**config.mk**
```make
export PLATFORM = sky130hd
export DESIGN_NAME = target_digit_gen
export DESIGN_NICKNAME = d
export VERILOG_FILES = /design/src/rtl/target_digit_gen.sv
export SDC_FILE = /design/constraint.sdc
export NUM_CORES = 1
export LEC_CHECK = 0
export CORE_ASPECT_RATIO = 0.7
export CORE_MARGIN = 2
export CORE_UTILIZATION = 47
export CTS_CLUSTER_DIAMETER = 50
export DETAILED_ROUTE_END_ITERATION = 8
export PLACE_DENSITY = 0.76
export SYNTH_ARGS = -nofsm -noshare
export SYNTH_HDL_FRONTEND = slang
export SYNTH_SLANG_ARGS = --single-unit
```
**constraint.sdc**
```tcl
create_clock -name clk -period 1.7 [get_ports clk]
set_input_delay 0.255 -clock clk [delete_from_list [all_inputs] [get_ports clk]]
set_output_delay 0.255 -clock clk [all_outputs]
set_load 0.01 [all_outputs]
```
**src/rtl/target_digit_gen.sv**
```systemverilog
// Random BCD target generator: a Galois LFSR feeds rejection-sampled digits, forced after FORCE_LIMIT rejects.
// Define TARGET_GEN_NODUP_EN to forbid repeated digits within one target.
module target_digit_gen #(
  parameter logic [15:0] LFSR_SEED   = 16'hACE1,
  parameter int unsigned FORCE_LIMIT = 16
) (
  input  logic        clk,
  input  logic        rst,
  input  logic        new_round,
  input  logic [1:0]  max_digits,
  input  logic        seed_load,
  input  logic [15:0] seed,
  output logic [3:0]  target_digit_1,
  output logic [3:0]  target_digit_2,
  output logic [3:0]  target_digit_3,
  output logic        target_valid,
  output logic        busy
);

  localparam logic [15:0] DEFAULT_SEED = 16'hACE1;
  localparam logic [15:0] RESET_SEED   = (LFSR_SEED == 16'h0) ? DEFAULT_SEED : LFSR_SEED;
  localparam logic [15:0] TAPS         = 16'hB400;
  localparam int unsigned RW           = (FORCE_LIMIT > 1) ? $clog2(FORCE_LIMIT) : 1;
  localparam logic [RW-1:0] REJ_MAX    = RW'(FORCE_LIMIT - 1);

  typedef enum logic [1:0] {IDLE, DRAW, DONE} state_e;

  state_e            state_q, state_d;
  logic [15:0]       lfsr_q, lfsr_d;
  logic [1:0]        n_q, n_d;
  logic [1:0]        idx_q, idx_d;
  logic [RW-1:0]     rej_q, rej_d;
  logic [2:0][3:0]   dig_q, dig_d;
  logic              target_valid_q, target_valid_d;
  logic              busy_q, busy_d;

  logic [15:0]       lfsr_step;
  logic [15:0]       seed_fix;
  logic [3:0]        cand;
  logic [3:0]        fill;
  logic [3:0]        pick;
  logic              last;
  logic              dup;
  logic              legal;
`ifdef TARGET_GEN_NODUP_EN
  logic              found;
  logic              taken;
`endif

  // Candidate qualification and forced-accept fill value
  always_comb begin
    lfsr_step = lfsr_q[0] ? ((lfsr_q >> 1) ^ TAPS) : (lfsr_q >> 1);
    seed_fix  = (seed == 16'h0) ? DEFAULT_SEED : seed;
    cand      = lfsr_q[3:0];
    last      = (idx_q == (n_q - 2'd1)) && (n_q > 2'd1);
`ifdef TARGET_GEN_NODUP_EN
    dup = 1'b0;
    for (int i = 0; i < 3; i++) begin
      if ((2'(i) < idx_q) && (dig_q[i] == cand)) dup = 1'b1;
    end
    fill  = 4'd0;
    found = 1'b0;
    for (int v = 0; v < 10; v++) begin
      taken = 1'b0;
      for (int i = 0; i < 3; i++) begin
        if ((2'(i) < idx_q) && (dig_q[i] == 4'(v))) taken = 1'b1;
      end
      if (!found && !taken && !(last && (v == 0))) begin
        fill  = 4'(v);
        found = 1'b1;
      end
    end
`else
    dup  = 1'b0;
    fill = last ? 4'd1 : 4'd0;
`endif
    legal = (cand <= 4'd9) && !(last && (cand == 4'd0)) && !dup;
    pick  = legal ? cand : fill;
  end

  // Next-state logic; new_round takes priority in every state
  always_comb begin
    state_d        = state_q;
    lfsr_d         = seed_load ? seed_fix : lfsr_step;
    n_d            = n_q;
    idx_d          = idx_q;
    rej_d          = rej_q;
    dig_d          = dig_q;
    target_valid_d = target_valid_q;
    busy_d         = busy_q;

    if (new_round) begin
      n_d            = (max_digits == 2'd0) ? 2'd1 : max_digits;
      idx_d          = 2'd0;
      rej_d          = '0;
      dig_d          = '0;
      target_valid_d = 1'b0;
      busy_d         = 1'b1;
      state_d        = DRAW;
    end else if (state_q == DRAW) begin
      if (legal || (rej_q == REJ_MAX)) begin
        for (int i = 0; i < 3; i++) begin
          if (2'(i) == idx_q) dig_d[i] = pick;
        end
        idx_d = idx_q + 2'd1;
        rej_d = '0;
        if ((idx_q + 2'd1) == n_q) begin
          state_d        = DONE;
          target_valid_d = 1'b1;
          busy_d         = 1'b0;
        end
      end else begin
        rej_d = rej_q + RW'(1);
      end
    end
  end

  always_ff @(posedge clk or negedge rst) begin
    if (!rst) begin
      state_q        <= IDLE;
      lfsr_q         <= RESET_SEED;
      n_q            <= 2'd1;
      idx_q          <= 2'd0;
      rej_q          <= '0;
      dig_q          <= '0;
      target_valid_q <= 1'b0;
      busy_q         <= 1'b0;
    end else begin
      state_q        <= state_d;
      lfsr_q         <= lfsr_d;
      n_q            <= n_d;
      idx_q          <= idx_d;
      rej_q          <= rej_d;
      dig_q          <= dig_d;
      target_valid_q <= target_valid_d;
      busy_q         <= busy_d;
    end
  end

  assign target_digit_1 = dig_q[0];
  assign target_digit_2 = dig_q[1];
  assign target_digit_3 = dig_q[2];
  assign target_valid   = target_valid_q;
  assign busy           = busy_q;

endmodule

```
# Yosys cells after proc, flatten, opt, wreduce, memory -nomap -nowiden

Cells that the tools add are included.

Register bits after elaboration: 40
Input port bits: 22

Add/subtract/negate cells: 3
Order comparisons: 2
Eq/ne operators: 6
Multiplexer cells: 30
Bitwise gates (word level): 1
Reductions and logical operators: 20

Operators by type and width:

| cell                                                                  | count |
|---|---|
| 16-bit 2-to-1 mux                                                     | 3 |
| 12-bit 2-to-1 mux                                                     | 3 |
| 4-bit 2-to-1 mux                                                      | 7 |
| 16-bit logical NOT                                                    | 1 |
| 2-bit 2-to-1 mux                                                      | 8 |
| 3-bit AND reduction                                                   | 4 |
| 2-bit nonzero test                                                    | 6 |
| 1-bit 2-to-1 mux                                                      | 9 |
| 4-bit by 1-bit adder with 4-bit output, second input constant         | 1 |
| 2-bit equality test                                                   | 2 |
| 4-bit equality test, second input constant                            | 1 |
| 4-bit <= comparator, second input constant                            | 1 |
| 2-bit logical NOT                                                     | 2 |
| 4-bit logical NOT                                                     | 1 |
| 3-bit inverter with 4-bit output                                      | 1 |
| 1-bit logical AND                                                     | 3 |
| 2-bit by 1-bit adder with 2-bit output, second input constant         | 1 |
| 1-bit by 2-bit equality test with 1-bit output, first input constant  | 1 |
| 2-bit by 1-bit equality test with 1-bit output, second input constant | 1 |
| 2-bit equality test, first input constant                             | 1 |
| 2-bit by 1-bit > comparator with 1-bit output, second input constant  | 1 |
| 2-bit AND reduction                                                   | 1 |
| 2-bit by 1-bit subtractor with 2-bit output, second input constant    | 1 |
| 1-bit logical NOT                                                     | 1 |
| 1-bit logical OR                                                      | 1 |

# Depth between registers and ports, before layout

Gate-level depths: netlist of run 1.

Word-level depth: 11
Gate-level depth with buffers: 6
Depth with buffers taken out: 6

# Worst setup path before layout of run 1

No wires, ideal clock.

Path type: reg2reg
Start point: register n_q[0]
End point: register idx_q[0]
Arrival: 1.714 ns
Path slack: -0.139 ns
Stages on the path, launching flop included: 6
Path buffers: 0
Period minus slack after synthesis: 1.839 ns
Cells stage by stage: dfstp_2 ha_1 xnor2_1 and4_4 o22ai_4 mux2_4

Cells in the longest elaborated chain, start to end: 9

RTL lines:

| element                                     | line | source |
|---|---|---|
| start, declared                             | 30   | `logic [1:0] n_q, n_d;` |
| start signal, assigned                      | 131  | `n_q <= n_d;` |
| 2-bit by 1-bit subtractor with 2-bit output | 55   | `last = (idx_q == (n_q - 2'd1)) && (n_q > 2'd1);` |
| 2-bit equality test                         | 55   |  |
| 1-bit logical AND (*)                       | 55   |  |
| 1-bit logical AND (*)                       | 77   | `legal = (cand <= 4'd9) && !(last && (cand == 4'd0)) && !dup;` |
| 1-bit logical NOT (*)                       | 77   |  |
| 1-bit logical AND (*)                       | 77   |  |
| 1-bit logical OR (*)                        | 101  | `if (legal \|\| (rej_q == REJ_MAX)) begin` |
| 2-bit nonzero test (no line) (*)            | -    |  |
| 2-bit AND reduction (no line) (*)           | -    |  |
| end signal, assigned                        | 132  | `idx_q <= idx_d;` |
| end, declared                               | 31   | `logic [1:0] idx_q, idx_d;` |

Mark *: on every way between the ends. The rest lies on a longest branch, timed or not.
A chain may end at the register's enable or synchronous reset.

# Worst setup path in the final report of run 1

Ends and elaborated chain as after synthesis.

==> results of run 1 <==
-- state kept, by name, summed over array words and instances (netlist names) --
signal / flops
state_q: 2
target_digit_3: 4
n_q: 2
target_digit_1: 4
target_digit_2: 4
lfsr_q: 16
idx_q: 2
rej_q: 4
-- power by group through the flow --
stage | sequential [mW] | combinational [mW] | clock, mW
finish | 1.17 | 1.46 | 0.649
global route | 1.19 | 1.58 | 0.695
CTS | 1.17 | 1.42 | 0.662
detailed placement | 1.19 | 1.26 | 0
global placement | 1.18 | 1.21 | 0
floorplan | 1.22 | 0.722 | 0
-- per-layer routing --
metal / vias up / wire (um)
li1: 751 / -
met1: 782 / 2210
met2: 42 / 2420
met3: 13 / 245
met4: 0 / 115
met5: - / 0
-- final cells by class --
type                            count  area (um2)  share of cell area [%]
Sequential cell                    38         963                    35.7
Clock inverter                      1        5.00                   0.186
Tap cell                           52        65.1                    2.41
Inverter                            4        15.0                   0.557
Clock buffer                        7        86.3                    3.20
Multi-Input combinational cell    122        1040                    38.4
Timing Repair Buffer               58         527                    19.5
-- cell families (layout without fill, tap and decap cells) --
kind of cell,count (synthesis),in the layout,synth area share (%)
buf+inv,11,70,3.04
xor+xnor,7,7,3.11
compound gates,38,38,15.3
mux,18,18,9.82
fa+ha+maj,5,5,3.17
simple gates,54,54,16.9
flops,38,38,48.7
-- critical path, cell delays in order (launching register included) --
cell                      delay [ns]
sky130_fd_sc_hd__dfstp_2        0.57
sky130_fd_sc_hd__ha_4           0.22
sky130_fd_sc_hd__xnor2_4        0.19
sky130_fd_sc_hd__and4_4         0.27
sky130_fd_sc_hd__o22ai_4        0.10
sky130_fd_sc_hd__mux2_4         0.31
-- cell usage after synthesis, drive strengths merged, types with 4 or more instances --
library cell / n / share of area [%]
dfrtp: 29 / 37
nand2b: 12 / 3.8
mux2i: 10 / 5.1
nand2: 10 / 1.9
a21oi: 9 / 3.2
dfstp: 9 / 12
mux2: 8 / 4.8
o22a: 8 / 3.6
and3: 7 / 2.2
ha: 5 / 3.2
nor2: 5 / 0.95
nor4: 5 / 2.3
o21ai: 5 / 1.3
a211oi: 4 / 1.5
clkbuf: 4 / 0.76
inv: 4 / 0.76
xor2: 4 / 1.8
-- cell usage in the layout (no fill, tap or decap), types with 2 or more instances in the layout --
cell	Yosys	final
sky130_fd_sc_hd__clkdlybuf4s50_1	0	35
sky130_fd_sc_hd__dfrtp_1	29	28
sky130_fd_sc_hd__buf_4	1	22
sky130_fd_sc_hd__nand2b_1	12	12
sky130_fd_sc_hd__nand2_1	10	10
sky130_fd_sc_hd__mux2i_1	10	10
sky130_fd_sc_hd__dfstp_2	9	9
sky130_fd_sc_hd__mux2_2	7	7
sky130_fd_sc_hd__o22a_1	7	7
sky130_fd_sc_hd__a21oi_1	6	6
sky130_fd_sc_hd__and3_1	7	6
sky130_fd_sc_hd__clkbuf_8	0	6
sky130_fd_sc_hd__nor2_1	5	5
sky130_fd_sc_hd__inv_1	4	4
sky130_fd_sc_hd__nor4_1	4	4
sky130_fd_sc_hd__o21ai_0	4	4
sky130_fd_sc_hd__a211oi_1	4	4
sky130_fd_sc_hd__ha_1	5	4
sky130_fd_sc_hd__xor2_1	4	3
sky130_fd_sc_hd__a21oi_4	1	3
sky130_fd_sc_hd__nand4_1	2	2
sky130_fd_sc_hd__xnor2_1	3	2
sky130_fd_sc_hd__nor3_1	2	2
sky130_fd_sc_hd__nor2b_1	3	2
sky130_fd_sc_hd__or3b_2	2	2
sky130_fd_sc_hd__a311oi_1	3	2
sky130_fd_sc_hd__a31oi_1	2	2
-- stage by stage --
step | std cells | TNS, ns
finish | 282 | -0.355
global route | 282 | -1.00
CTS | 281 | -0.145
detailed placement | 269 | -1.77
global placement | 269 | -0.584
floorplan | 171 | -0.0595
-- repair_timing --
action                     CTS  global route
pin swaps                    0             1
setup buffers                4             1
setup endpoints to repair   16            20
resized for setup            7             4
-- path summary, 6_finish.rpt --
| check | startpoint | slack, ns | to |
|---|---|---|---|
| max | n_q[0] | -0.07 | idx_q[0] |
| min | rst | 0.38 | lfsr_q[4] |
| max reg2reg | n_q[0] | -0.07 | idx_q[0] |
| min reg2reg | lfsr_q[4] | 0.49 | lfsr_q[3] |
| max in group asynchronous | rst | 0.96 | lfsr_q[15] |
| min in group clk | lfsr_q[4] | 0.49 | lfsr_q[3] |
==> results.toml, run 1 <==
[synthesis]
synth_enable_flop_cells = 0
seq_area_frac_synth_pct = 48.7
syn_nets = 198
postSynth.topFlopCell = "sky130_fd_sc_hd__dfrtp_1"
post_synth.cell_area_avg_um2 = 11.5
cell_area_after_technology_mapping_um2 = 1970
yosysUniqueCellTypes = 45
yosys_register_bits = 38
number_of_instances_in_the_synthesized_netlist = 171
synth-warning-count = 0
synth_async_sr_flop_share_pct = 100

[clock_network]
number_of_buffers_added_by_the_clock_tree_synthesis_step = 5
clkTransAtPathRegs_ns = 0.07
clock_tree.htree_level_count = 2
cts_tree = "done"
cts_root_buf = "sky130_fd_sc_hd__clkbuf_8"
insertion_delay_ns = 0.29
cts_sinks = 38
cts-hold-fix-buffers = 0
maximum_buffer_depth_of_the_clock_tree = 2

[die]
floorplan.initialDensity_pct = 49.7
fp.coreArea_um2 = 3970
fp.dieW_um = 81.5
placementRows = 19
die_outline_area_um2 = 4740
die_y_um = 58.2
boundaryPins = 36

[job]
max-cap-violations = 0

[detailed_routing]
firstDrtPassIters = 4
wl_um = 4980
route.detailed.drc = 0
drt_iter0_markers = 122
via_per_inst = 5.63
postRouteAntennaNets = 0
dr_total_vias = 1588
drt-wirelength-per-cell_um = 17.7

[timing]
setup_viol_count_final = 15
worst_hold_slack_ns = 0.385
max_slew_headroom_at_the_worst_pin_pct = 68.3
grt_setup_unrepaired = "yes"
period_share_pct = 104
slew_viol_final = 0
worst_pin_slew_ns = 0.476
layout_min_cycle_time_ns = 1.77
finalWorstSetupSlack_ns = -0.0659
hold_viol_final = 0
fmax_mhz = 566
setup_skew_ns = 0.00346

[placement]
place_congestion = 0.785
placedInstanceArea_um2 = 2500
dp.final_hpwl_um = 3530
place_ws_ns = -0.214
io_buffer_count = 35

[finish]
filler_cell_count = 284
area_growth_syn_to_layout_pct = 36.6
final_nets = 256
antennaDiodeCount = 0
design_area_um2 = 2700
finish.utilization_pct = 67.9
final_layout_size_suffix_gt1_share_pct = 28.3

[global_routing]
global_route.usage.total_pct = 24.1
gr-usage-met3_pct = 6.23
grt_first_pass_wirelength_um = 8470
number_of_global_route_vias_before_repair = 1713
pin_count_of_the_biggest_net_entering_global_routing = 39
global_route.peak_usage_layer = "met2"
use_met2_pct = 39.0
antenna_found_initial = 0
grt_use_met1_pct = 31.0
overflow = 0

[setup_path]
cp.arrival_ns = 1.95
timing.critical_path.fanout_max = 5
reg2regPathDepth = 5
timing.critical_path.required_ns = 1.89
crit_type = "reg -> reg"
worstSetupStartpointType = "flop"
end_kind = "flop"

[power_and_ir_drop]
pwr-share-clk_pct = 19.8
power.switching_mw = 1.15
p_leak_nw = 1.15
seq_power_share_pct = 35.8
power_density_nw_per_um2 = 1220
power_report.internal_total_mw = 2.13
design_power_total_mw = 3.28
ir_drop_mv = 0.994
combPwrFrac_pct = 44.4
netSwitchingFraction_pct = 35.0

[worst_hold_path]
hp-class = "in -> async"

[outcome]
violations = "negative setup slack"
outcome = "complete, but fails checks"
Power figures use the tool's default switching activity.
==> inputs of run 2 (changes only) <==
GPL_TIMING_DRIVEN = 1   (was default)
SLEW_MARGIN = 20   (was default)
==> results of run 2 <==
Same layout as run 1: the final DEF is identical, and so are final timing and power.
==> inputs of run 3 (changes only) <==
CORE_UTILIZATION = 40   (was 47)
PLACE_DENSITY = 0.66   (was 0.76)
SLEW_MARGIN = default   (was 20)
==> run 3 against run 2 <==
Effect of this change:
- the flow still finishes with violations (negative setup slack)
- cell count increased by 6.0%
- clock power increased by 1%
- register-to-register slack about the same
- maximum frequency increased by 0.20%
- critical path depth unchanged
- sequential power about the same
- die area increased by 16%
- sequential cell count unchanged
- worst hold slack improved by 0.061 ns
- non-clock buffer count unchanged
- clock skew increased by 0.0056 ns
- critical path type unchanged
- largest power group unchanged
==> results.toml, run 3 (synthesized netlist as in run 1, its figures left out) <==
[outcome]
outcome = "complete, but fails checks"
violations = "negative setup slack"

[global_routing]
global_route.peak_usage_layer = "met2"
pin_count_of_the_biggest_net_entering_global_routing = 27
global_route.usage.total_pct = 18.5
grt_use_met1_pct = 25.7
grt_first_pass_wirelength_um = 7890
number_of_global_route_vias_before_repair = 1629
gr-usage-met3_pct = 3.96
use_met2_pct = 28.7
overflow = 0
antenna_found_initial = 0

[finish]
finish.utilization_pct = 58.0
filler_cell_count = 395
multi_input_comb_area_um2 = 1060
final_common_cell = "sky130_fd_sc_hd__clkdlybuf4s50_1"
most_flops_register = "lfsr_q"
seqCellArea_um2 = 962
final_nets = 256
final_layout_size_suffix_gt1_share_pct = 30.4
antennaDiodeCount = 0
post_layout_nonfiller_instances = 299
largest_register_ffs = 16
design_area_um2 = 2760
layout_common_cells = "34 x sky130_fd_sc_hd__clkdlybuf4s50_1, 29 x sky130_fd_sc_hd__dfrtp_1, 19 x sky130_fd_sc_hd__buf_4"
area_growth_syn_to_layout_pct = 39.7

[detailed_routing]
drt_iter0_markers = 54
wl_um = 4770
postRouteAntennaNets = 0
route.detailed.drc = 0
dr_total_vias = 1574
firstDrtPassIters = 4
via_per_inst = 5.26
drt-wirelength-per-cell_um = 16.0

[timing]
period_share_pct = 104
worst_pin_slew_ns = 0.469
layout_min_cycle_time_ns = 1.76
hold_viol_final = 0
setup_skew_ns = 0.00909
setup_viol_count_final = 12
slew_viol_final = 0
finalWorstSetupSlack_ns = -0.0624
max_slew_headroom_at_the_worst_pin_pct = 68.8
grt_setup_unrepaired = "yes"
fmax_mhz = 567
setup-tns-final_ns = -0.352

[placement]
place_congestion = 0.809
dp.final_hpwl_um = 3380
io_buffer_count = 35
placedInstanceArea_um2 = 2520
placedCellCount = 285

[die]
placementRows = 21
die_y_um = 62.8
fp.coreArea_um2 = 4760
floorplan.initialDensity_pct = 41.5
fp.dieW_um = 88.0
die_outline_area_um2 = 5520
boundaryPins = 36

[clock_network]
insertion_delay_ns = 0.29
maximum_buffer_depth_of_the_clock_tree = 2
cts_tree = "done"
clkTransAtPathRegs_ns = 0.08
cts_root_buf = "sky130_fd_sc_hd__clkbuf_8"
number_of_buffers_added_by_the_clock_tree_synthesis_step = 5
clock_tree.htree_level_count = 2
cts_sinks = 38

[setup_path]
r2r_setup_slack_ns = -0.06
reg2regPathDepth = 5
worstSetupStartpointType = "flop"
beginning_of_the_worst_register_to_register_path = "n_q[0]"
end_kind = "flop"
timing.rr.end = "idx_q[0]"
timing.critical_path.required_ns = 1.87
timing.critical_path.fanout_max = 5
cp.arrival_ns = 1.93
crit_type = "reg -> reg"

[power_and_ir_drop]
ir_drop_mv = 0.435
power_density_nw_per_um2 = 1200
design_power_total_mw = 3.32
p_leak_nw = 1.17

[worst_hold_path]
hp-class = "in -> async"

[job]
max-cap-violations = 0
==> run 3: cell types whose count changed in the layout (fill, tap and decap cells not counted), sizes merged <==
cell | before | now
clkbuf | 7 | 6
clkdlybuf4s50 | 35 | 34
dlygate4sd3 | 0 | 1
clkinvlp | 0 | 1
==> run 3: stage by stage <==
| step | worst slack (ns) | hold slack [ns] |
|---|---|---|
| 2_1_floorplan | -0.0108 | -0.0406 |
| 3_3_place_gp | -0.109 | 0.218 |
| 3_5_place_dp | -0.185 | 0.227 |
| 4_1_cts | -0.0649 | 0.458 |
| 5_1_grt | -0.177 | 0.477 |
| 6_report | -0.0624 | 0.446 |
==> run 3: worst max path at each step <==
stage	from	end	depth (start not counted)
final	n_q[0]	idx_q[0]	5
after global routing	n_q[0]	target_digit_1[1]	5
after CTS	n_q[0]	idx_q[0]	5
after detailed placement	n_q[0]	target_digit_3[2]	5
after global placement	n_q[0]	target_digit_1[3]	5
after floorplan	n_q[0]	idx_q[0]	5
==> run 3: power breakdown <==
group	leakage [nW]	internal (mW)	switching, mW
Clock	0.0472	0.326	0.332
Combinational	0.655	0.776	0.704
Sequential	0.470	1.06	0.121
==> run 3: worst max-delay path, stage by stage, from the launching register on <==
cell,delay [ns]
sky130_fd_sc_hd__dfstp_2,0.57
sky130_fd_sc_hd__ha_4,0.22
sky130_fd_sc_hd__xnor2_4,0.18
sky130_fd_sc_hd__and4_4,0.27
sky130_fd_sc_hd__o22ai_4,0.10
sky130_fd_sc_hd__mux2_4,0.31
==> run 3: final cells by class <==
cell class / count / share of cell area, %
Clock inverter: 2 / 0.454
Tap cell: 69 / 3.13
Sequential cell: 38 / 34.9
Clock buffer: 6 / 2.99
Timing Repair Buffer: 58 / 19.6
Inverter: 4 / 0.544
Multi-Input combinational cell: 122 / 38.4
==> run 3: what timing repair did <==
action | in CTS | in global routing
endpoints found under the setup margin | 16 | 19
pin swaps | 2 | 5
hold buffers | 1 | 0
cloned | 0 | 0
setup buffers | 3 | 2
endpoints found under the hold margin | 17 | 0
gates resized for setup | 6 | 11
==> run 3: metal layers <==
layer | part of all wire, % | wire (um) | vias to the layer above
li1 | - | - | 743
met1 | 47 | 2260 | 776
met2 | 47 | 2260 | 47
met3 | 4.0 | 192 | 8
met4 | 1.4 | 66 | 0
met5 | 0 | 0 | -
